## config.mk

```make
export PLATFORM = sky130hd
export DESIGN_NAME = decode_execute_pipe_stage_flat
export DESIGN_NICKNAME = d
export VERILOG_FILES = /design/src/rtl/decode_execute_pipe_stage_pkg.sv /design/src/rtl/decode_execute_pipe_stage_if.sv /design/src/rtl/pipe_skid_buffer.sv /design/src/rtl/decode_execute_pipe_stage.sv /design/src/flat_wrapper.sv
export SDC_FILE = /design/constraint.sdc
export NUM_CORES = 1
export LEC_CHECK = 0
export ABC_CLOCK_PERIOD_IN_PS = 2000
export CAP_MARGIN = 20
export CORE_MARGIN = 2
export CORE_UTILIZATION = 40
export CTS_CLUSTER_SIZE = 10
export DETAILED_ROUTE_END_ITERATION = 8
export PLACE_DENSITY = 0.75
export SYNTH_ARGS = -nofsm -noshare
export SYNTH_HDL_FRONTEND = slang
export SYNTH_HIERARCHICAL = 1
export SYNTH_SLANG_ARGS = --single-unit
```

## constraint.sdc

```tcl
create_clock -name clk_i -period 2 [get_ports clk_i]
set_clock_uncertainty 0.15 [all_clocks]
set_input_delay 0.6 -clock clk_i [delete_from_list [all_inputs] [get_ports clk_i]]
set_output_delay 0.6 -clock clk_i [all_outputs]
set_load 0.005 [all_outputs]
```

## src/rtl/decode_execute_pipe_stage_pkg.sv

```systemverilog
// rtl/decode_execute_pipe_stage_pkg.sv - shared widths, stage state and payload types for the decode->execute boundary
package decode_execute_pipe_stage_pkg;

  localparam int DEF_DATA_W  = 16;
  localparam int DEF_OP_W    = 4;
  localparam int DEF_NUM_SRC = 2;
  localparam int DEF_RD_W    = 4;
  localparam int DEF_SKID    = 1;

  // EMPTY: nothing held, BUSY: main register valid, FULL: main and skid valid
  typedef enum logic [1:0] {
    EMPTY = 2'd0,
    BUSY  = 2'd1,
    FULL  = 2'd2
  } stage_state_e;

  // Payload at the default widths; the stage rebuilds it from its own parameters
  typedef struct packed {
    logic [DEF_OP_W-1:0]                alu_op;
    logic [DEF_NUM_SRC*DEF_DATA_W-1:0]  src;
    logic [DEF_RD_W-1:0]                rd;
    logic                               wr_en;
  } de_payload_t;

  // Number of instructions held in a given state
  function automatic logic [1:0] occupancy_of(stage_state_e s);
    case (s)
      BUSY:    return 2'd1;
      FULL:    return 2'd2;
      default: return 2'd0;
    endcase
  endfunction

endpackage

```

## src/rtl/decode_execute_pipe_stage_if.sv

```systemverilog
// rtl/decode_execute_pipe_stage_if.sv - instruction handshake bus between pipeline stages
interface decode_execute_pipe_stage_if #(
  parameter int DATA_W  = decode_execute_pipe_stage_pkg::DEF_DATA_W,
  parameter int OP_W    = decode_execute_pipe_stage_pkg::DEF_OP_W,
  parameter int NUM_SRC = decode_execute_pipe_stage_pkg::DEF_NUM_SRC,
  parameter int RD_W    = decode_execute_pipe_stage_pkg::DEF_RD_W
) ();

  logic                      valid;
  logic                      ready;
  logic [OP_W-1:0]           alu_op;
  logic [NUM_SRC*DATA_W-1:0] src;
  logic [RD_W-1:0]           rd;
  logic                      wr_en;

  modport master (output valid, alu_op, src, rd, wr_en, input ready);
  modport slave  (input valid, alu_op, src, rd, wr_en, output ready);

endinterface

```

## src/rtl/pipe_skid_buffer.sv

```systemverilog
// rtl/pipe_skid_buffer.sv - two-entry skid buffer with registered in_ready and flush-to-bubble
module pipe_skid_buffer
  import decode_execute_pipe_stage_pkg::*;
#(
  parameter int WIDTH = 8
) (
  input  logic             clk_i,
  input  logic             rst_ni,
  input  logic             flush_i,
  input  logic             in_valid_i,
  output logic             in_ready_o,
  input  logic [WIDTH-1:0] in_data_i,
  output logic             out_valid_o,
  input  logic             out_ready_i,
  output logic [WIDTH-1:0] out_data_o,
  output logic [1:0]       occupancy_o
);

  stage_state_e     state_q;
  logic [WIDTH-1:0] main_q;
  logic [WIDTH-1:0] skid_q;
  logic             out_valid_q;
  logic             in_ready_q;
  logic             in_fire;
  logic             out_fire;

  assign in_fire  = in_valid_i & in_ready_q;
  assign out_fire = out_valid_q & out_ready_i;

  // Main register feeds the ALU; the skid register absorbs the one beat
  // accepted while the ALU stalls, which lets in_ready come straight from a flop.
  always_ff @(posedge clk_i) begin
    if (!rst_ni) begin
      state_q     <= EMPTY;
      main_q      <= '0;
      skid_q      <= '0;
      out_valid_q <= 1'b0;
      in_ready_q  <= 1'b1;
    end else if (flush_i) begin
      state_q     <= EMPTY;
      out_valid_q <= 1'b0;
      in_ready_q  <= 1'b1;
    end else begin
      case (state_q)
        EMPTY: begin
          if (in_fire) begin
            main_q      <= in_data_i;
            out_valid_q <= 1'b1;
            state_q     <= BUSY;
          end
        end
        BUSY: begin
          if (in_fire && out_fire) begin
            main_q <= in_data_i;
          end else if (in_fire) begin
            skid_q     <= in_data_i;
            in_ready_q <= 1'b0;
            state_q    <= FULL;
          end else if (out_fire) begin
            out_valid_q <= 1'b0;
            state_q     <= EMPTY;
          end
        end
        FULL: begin
          if (out_fire) begin
            main_q     <= skid_q;
            in_ready_q <= 1'b1;
            state_q    <= BUSY;
          end
        end
        default: begin
          state_q     <= EMPTY;
          out_valid_q <= 1'b0;
          in_ready_q  <= 1'b1;
        end
      endcase
    end
  end

  // Held low while reset is asserted so decode never sees a phantom accept
  assign in_ready_o  = in_ready_q & rst_ni;
  assign out_valid_o = out_valid_q;
  assign out_data_o  = main_q;
  assign occupancy_o = occupancy_of(state_q);

endmodule

```

## src/rtl/decode_execute_pipe_stage.sv

```systemverilog
// rtl/decode_execute_pipe_stage.sv - decode->execute pipeline register with handshake, stall and flush
module decode_execute_pipe_stage
  import decode_execute_pipe_stage_pkg::*;
#(
  parameter int DATA_W  = DEF_DATA_W,
  parameter int OP_W    = DEF_OP_W,
  parameter int NUM_SRC = DEF_NUM_SRC,
  parameter int RD_W    = DEF_RD_W,
  parameter int SKID    = DEF_SKID
) (
  input  logic                        clk_i,
  input  logic                        rst_n_i,
  input  logic                        flush_i,
  decode_execute_pipe_stage_if.slave  in_if,
  decode_execute_pipe_stage_if.master out_if,
  output logic [1:0]                  occupancy_o
);

  typedef struct packed {
    logic [OP_W-1:0]           alu_op;
    logic [NUM_SRC*DATA_W-1:0] src;
    logic [RD_W-1:0]           rd;
    logic                      wr_en;
  } payload_t;

  localparam int PL_W = $bits(payload_t);

  payload_t in_pl;
  payload_t out_pl;
  logic     out_valid;

  assign in_pl.alu_op = in_if.alu_op;
  assign in_pl.src    = in_if.src;
  assign in_pl.rd     = in_if.rd;
  assign in_pl.wr_en  = in_if.wr_en;

  if (SKID != 0) begin : g_skid
    logic [PL_W-1:0] out_data;

    pipe_skid_buffer #(
      .WIDTH(PL_W)
    ) u_skid (
      .clk_i       (clk_i),
      .rst_ni      (rst_n_i),
      .flush_i     (flush_i),
      .in_valid_i  (in_if.valid),
      .in_ready_o  (in_if.ready),
      .in_data_i   (in_pl),
      .out_valid_o (out_valid),
      .out_ready_i (out_if.ready),
      .out_data_o  (out_data),
      .occupancy_o (occupancy_o)
    );

    assign out_pl = payload_t'(out_data);
  end else begin : g_single
    payload_t data_q;
    payload_t data_d;
    logic     valid_q;
    logic     valid_d;
    logic     in_ready;
    logic     in_fire;
    logic     out_fire;

    // Accept whenever the register is empty or being drained this cycle
    assign in_ready = rst_n_i & (~valid_q | out_if.ready);
    assign in_fire  = in_if.valid & in_ready;
    assign out_fire = valid_q & out_if.ready;

    // Next contents: a new instruction replaces the old one even if it leaves this cycle
    always_comb begin
      valid_d = valid_q;
      data_d  = data_q;
      if (in_fire) begin
        valid_d = 1'b1;
        data_d  = in_pl;
      end else if (out_fire) begin
        valid_d = 1'b0;
      end
    end

    // Single holding register; flush only drops valid, payload may go stale
    always_ff @(posedge clk_i) begin
      if (!rst_n_i) begin
        valid_q <= 1'b0;
        data_q  <= '0;
      end else if (flush_i) begin
        valid_q <= 1'b0;
      end else begin
        valid_q <= valid_d;
        data_q  <= data_d;
      end
    end

    assign in_if.ready = in_ready;
    assign out_valid   = valid_q;
    assign out_pl      = data_q;
    assign occupancy_o = {1'b0, valid_q};
  end

  assign out_if.valid  = out_valid;
  assign out_if.alu_op = out_pl.alu_op;
  assign out_if.src    = out_pl.src;
  assign out_if.rd     = out_pl.rd;
  // A bubble must never request a register write
  assign out_if.wr_en  = out_pl.wr_en & out_valid;

endmodule

```

## src/flat_wrapper.sv

```systemverilog
// flat-port wrapper written by rule: the top's interface ports become plain ports
module decode_execute_pipe_stage_flat import decode_execute_pipe_stage_pkg::*;
#(
  parameter int DATA_W  = DEF_DATA_W,
  parameter int OP_W    = DEF_OP_W,
  parameter int NUM_SRC = DEF_NUM_SRC,
  parameter int RD_W    = DEF_RD_W,
  parameter int SKID    = DEF_SKID
)
  (clk_i, rst_n_i, flush_i, occupancy_o, in_if_valid, in_if_alu_op, in_if_src, in_if_rd, in_if_wr_en, in_if_ready, out_if_valid, out_if_alu_op, out_if_src, out_if_rd, out_if_wr_en, out_if_ready);
  decode_execute_pipe_stage_if #(.DATA_W(DATA_W), .OP_W(OP_W), .NUM_SRC(NUM_SRC), .RD_W(RD_W)) in_if_i ();
  decode_execute_pipe_stage_if #(.DATA_W(DATA_W), .OP_W(OP_W), .NUM_SRC(NUM_SRC), .RD_W(RD_W)) out_if_i ();
  input  logic clk_i;
  input  logic rst_n_i;
  input  logic flush_i;
  output logic [1:0] occupancy_o;
  input wire logic [$bits(in_if_i.valid)-1:0] in_if_valid;
  input wire logic [$bits(in_if_i.alu_op)-1:0] in_if_alu_op;
  input wire logic [$bits(in_if_i.src)-1:0] in_if_src;
  input wire logic [$bits(in_if_i.rd)-1:0] in_if_rd;
  input wire logic [$bits(in_if_i.wr_en)-1:0] in_if_wr_en;
  output wire logic [$bits(in_if_i.ready)-1:0] in_if_ready;
  output wire logic [$bits(out_if_i.valid)-1:0] out_if_valid;
  output wire logic [$bits(out_if_i.alu_op)-1:0] out_if_alu_op;
  output wire logic [$bits(out_if_i.src)-1:0] out_if_src;
  output wire logic [$bits(out_if_i.rd)-1:0] out_if_rd;
  output wire logic [$bits(out_if_i.wr_en)-1:0] out_if_wr_en;
  input wire logic [$bits(out_if_i.ready)-1:0] out_if_ready;
  assign in_if_i.valid = in_if_valid;
  assign in_if_i.alu_op = in_if_alu_op;
  assign in_if_i.src = in_if_src;
  assign in_if_i.rd = in_if_rd;
  assign in_if_i.wr_en = in_if_wr_en;
  assign in_if_ready = in_if_i.ready;
  assign out_if_valid = out_if_i.valid;
  assign out_if_alu_op = out_if_i.alu_op;
  assign out_if_src = out_if_i.src;
  assign out_if_rd = out_if_i.rd;
  assign out_if_wr_en = out_if_i.wr_en;
  assign out_if_i.ready = out_if_ready;
  decode_execute_pipe_stage #(.DATA_W(DATA_W), .OP_W(OP_W), .NUM_SRC(NUM_SRC), .RD_W(RD_W), .SKID(SKID)) u_core (.clk_i(clk_i), .rst_n_i(rst_n_i), .flush_i(flush_i), .in_if(in_if_i), .out_if(out_if_i), .occupancy_o(occupancy_o));
endmodule
```

==> summary.txt <==
Yosys
  – FF+latch count, synth: 86
  – Synthesized cell area: 3680 um^2
  – Number of synthesis warnings: 6
  – Area leader, netlist: dfxtp_1
  – Synth Instances: 437
  – Area contributors post-synth: dfxtp_1 47%, nand2_1 17%, a311oi_2 16%, a21oi_1 5.4%, nor2_1 4.2%
  – Register area share after synthesis: 0.467
  – Mapped Avg Cell Area: 8.43 um^2
  – Netlist cell types: 30
  – Syn Nets: 483
  – Top cell type's share of synthesized area: 0.467

Floorplanning
  – Initial core utilization: 0.405
  – # rows: 35
  – Io pins: 91
  – Die Height: 100 um
  – Die area: 10000 um^2
  – Die width: 100 um
  – Core Area: 9110 um^2

Setup path
  – Reg2reg path depth: 9
  – CP Launch Type: input port
  – Critical Path AT: 2080 ps
  – Reg2Reg Launch Point: u_core/g_skid.u_skid/state_q[1]
  – CP Capture Type: register
  – Crit. Startpoint: out_if_ready
  – Setup crit end: u_core/g_skid.u_skid/out_data_o[24]
  – CP max FO: 5
  – Reg2reg setup slack: 30 ps
  – Type of the worst setup path: in2reg
  – Reg2reg end: u_core/g_skid.u_skid/out_data_o[24]
  – Worst path required time: 2110 ps

CTS
  – CTS tree: done
  – Clock Latency Late Sink: 350 ps
  – CTS Root Cell: clkbuf_8
  – Clock slew at reported path FFs: 80 ps
  – Clock Path Buffers: 2
  – Total CTS buffers: 9
  – Sink Count: 86
  – Max H-tree Level: 3
  – Hold-fix buffers, CTS: 0

Detailed routing
  – Antenna Nets Post-Route: 0
  – Vias post-DR: 3459
  – DRC Markers: 0
  – TritonRoute pass-1 iters: 4
  – DR iter-0 viols: 119
  – Vias/cell: 5.25
  – Detailed Route WL: 10100 um
  – Avg WL per Cell: 15.4 um

Global routing
  – Total track usage: 0.203
  – Pin count of the biggest net entering global routing: 43
  – Vias in the first global route: 3390
  – Initial antenna violation count: 0
  – GRT overflow: 0
  – First-pass GRT wire length: 16100 um

Worst hold path
  – Hold depth: 2
  – Class of the worst hold path: reg2reg

Power and ir drop
  – Total power draw: 3.56 mW
  – Static leakage: 1.88 nW
  – Pwr Density: 681 nW/um^2
  – Peak supply drop: 0.000435 V

STA
  – Final setup fails: 0
  – Slew margin rel.: 0.686
  – Final Hold Vio Count: 0
  – Max-slew violation count: 0
  – Fmax: 0.508 GHz
  – Worst-Margin Slew: 471 ps
  – Crit path time final: 1970 ps
  – Fin crit share: 0.984

Placement
  – Buffers on Ports: 90
  – Final GP Congestion: 0.796
  – HPWL after detailed placement: 6170 um

Flow run
  – MaxCap Viol Count: 0

Outcome
  – Status: finished, final reports clean

Layout
  – Most frequent cells in the layout: 166 x nand2_1, 82 x clkdlybuf4s50_1, 66 x dfxtp_1
  – Area growth from synthesis to layout: 41.9%
  – Commonest non-fill, non-tap cell in the layout: nand2_1
  – Nets: 589
  – Layout cells sized above 1: 0.223
  – Core Util, Final: 0.574
  – Ant. Diodes: 0
  – Fillers: 802
==> cell families after synthesis <==
family | count (synthesis) | synth area share
compound gates | 92 | 0.245
buf+inv | 38 | 0.0509
flops | 86 | 0.467
simple gates | 221 | 0.237
==> through the flow <==
step                      hold slack, ps  worst slack [ps]  instances  TNS [ps]  instance area [um^2]
after floorplan                      285              25.7        437         0                  3680
final                                308              31.4        659         0                  5230
after global routing                 327             -24.0        659      -169                  5230
after detailed placement             297              -591        629    -39240                  4800
after global placement               291              -488        629    -36050                  4800
after CTS                            309              6.75        658         0                  5190
==> how the worst min path moves through the flow <==
stage	start	end	slack, ps
6_report	u_core/g_skid.u_skid/skid_q[20]	u_core/g_skid.u_skid/skid_q[20]	310
3_3_place_gp	u_core/g_skid.u_skid/skid_q[29]	u_core/g_skid.u_skid/skid_q[29]	290
4_1_cts	u_core/g_skid.u_skid/skid_q[26]	u_core/g_skid.u_skid/skid_q[26]	310
3_5_place_dp	u_core/g_skid.u_skid/skid_q[26]	u_core/g_skid.u_skid/skid_q[26]	300
5_1_grt	u_core/g_skid.u_skid/skid_q[0]	u_core/g_skid.u_skid/skid_q[0]	330
2_1_floorplan	u_core/g_skid.u_skid/skid_q[37]	u_core/g_skid.u_skid/skid_q[37]	290
==> power by group <==
group	switching [mW]	internal (mW)	leakage (nW)	total, mW
combinational	0.267	0.352	1.08	0.618
clock	0.623	0.486	0.0893	1.11
sequential	0.0453	1.79	0.709	1.83
total	0.935	2.63	1.88	3.56
==> worst max-delay path, cell delays in order <==
cell and delay (ps):
dlygate4sd2_1 250, nand4b_1 200, a221oi_4 330, buf_6 200, buf_6 110, buf_12 110
nor2_1 50, a311oi_2 230
==> cell usage after synthesis, drive strengths merged <==
master and instances:
o21a 1, a211o 1, nor4 1, and2 3, or4 1, a311oi 41
nor3 1, nand4b 1, buf 8, o21ai 1, inv 2, dfxtp 86
and3 1, clkinv 2, a221oi 1, nand2b 4, nand2 166, a21o 1
nand3b 1, a31oi 1, nor2 41, a21boi 4, nand3 1, o21bai 1
a21oi 40, clkbuf 26
==> registers in the layout, indices dropped and copies added (netlist names) <==
name,flops
u_core/g_skid.u_skid/out_data_o,41
u_core/g_skid.u_skid/skid_q,41
u_core/g_skid.u_skid/state_q,2
u_core/g_skid.u_skid/in_ready_q,1
u_core/g_skid.u_skid/out_valid_o,1
==> per-layer routing <==
layer  wire (um)  track usage  share of wire  vias up
met4         115       0.0738          0.011        0
met5           0            0              0        -
met2        5370        0.369           0.53       82
met3         346       0.0320          0.034        8
met1        4320        0.241           0.43     1682
li1            -            -              -     1687
==> timing repair <==
action,CTS,global route
cloned,4,0
pin swaps,3,10
gates resized for setup,21,27
setup endpoints to repair,89,67
setup buffers,10,2
==> layout make-up <==
type / count / area (um^2) / area share
clock buffer: 11 / 141 / 0.0270
inverter: 4 / 17.5 / 0.00335
clock inverter: 5 / 35.0 / 0.00670
sequential: 86 / 1750 / 0.335
timing repair buffer: 129 / 1340 / 0.256
tap: 111 / 139 / 0.0266
multi-input combinational: 313 / 1810 / 0.345
No activity file was read; power rests on OpenSTA's default activity.
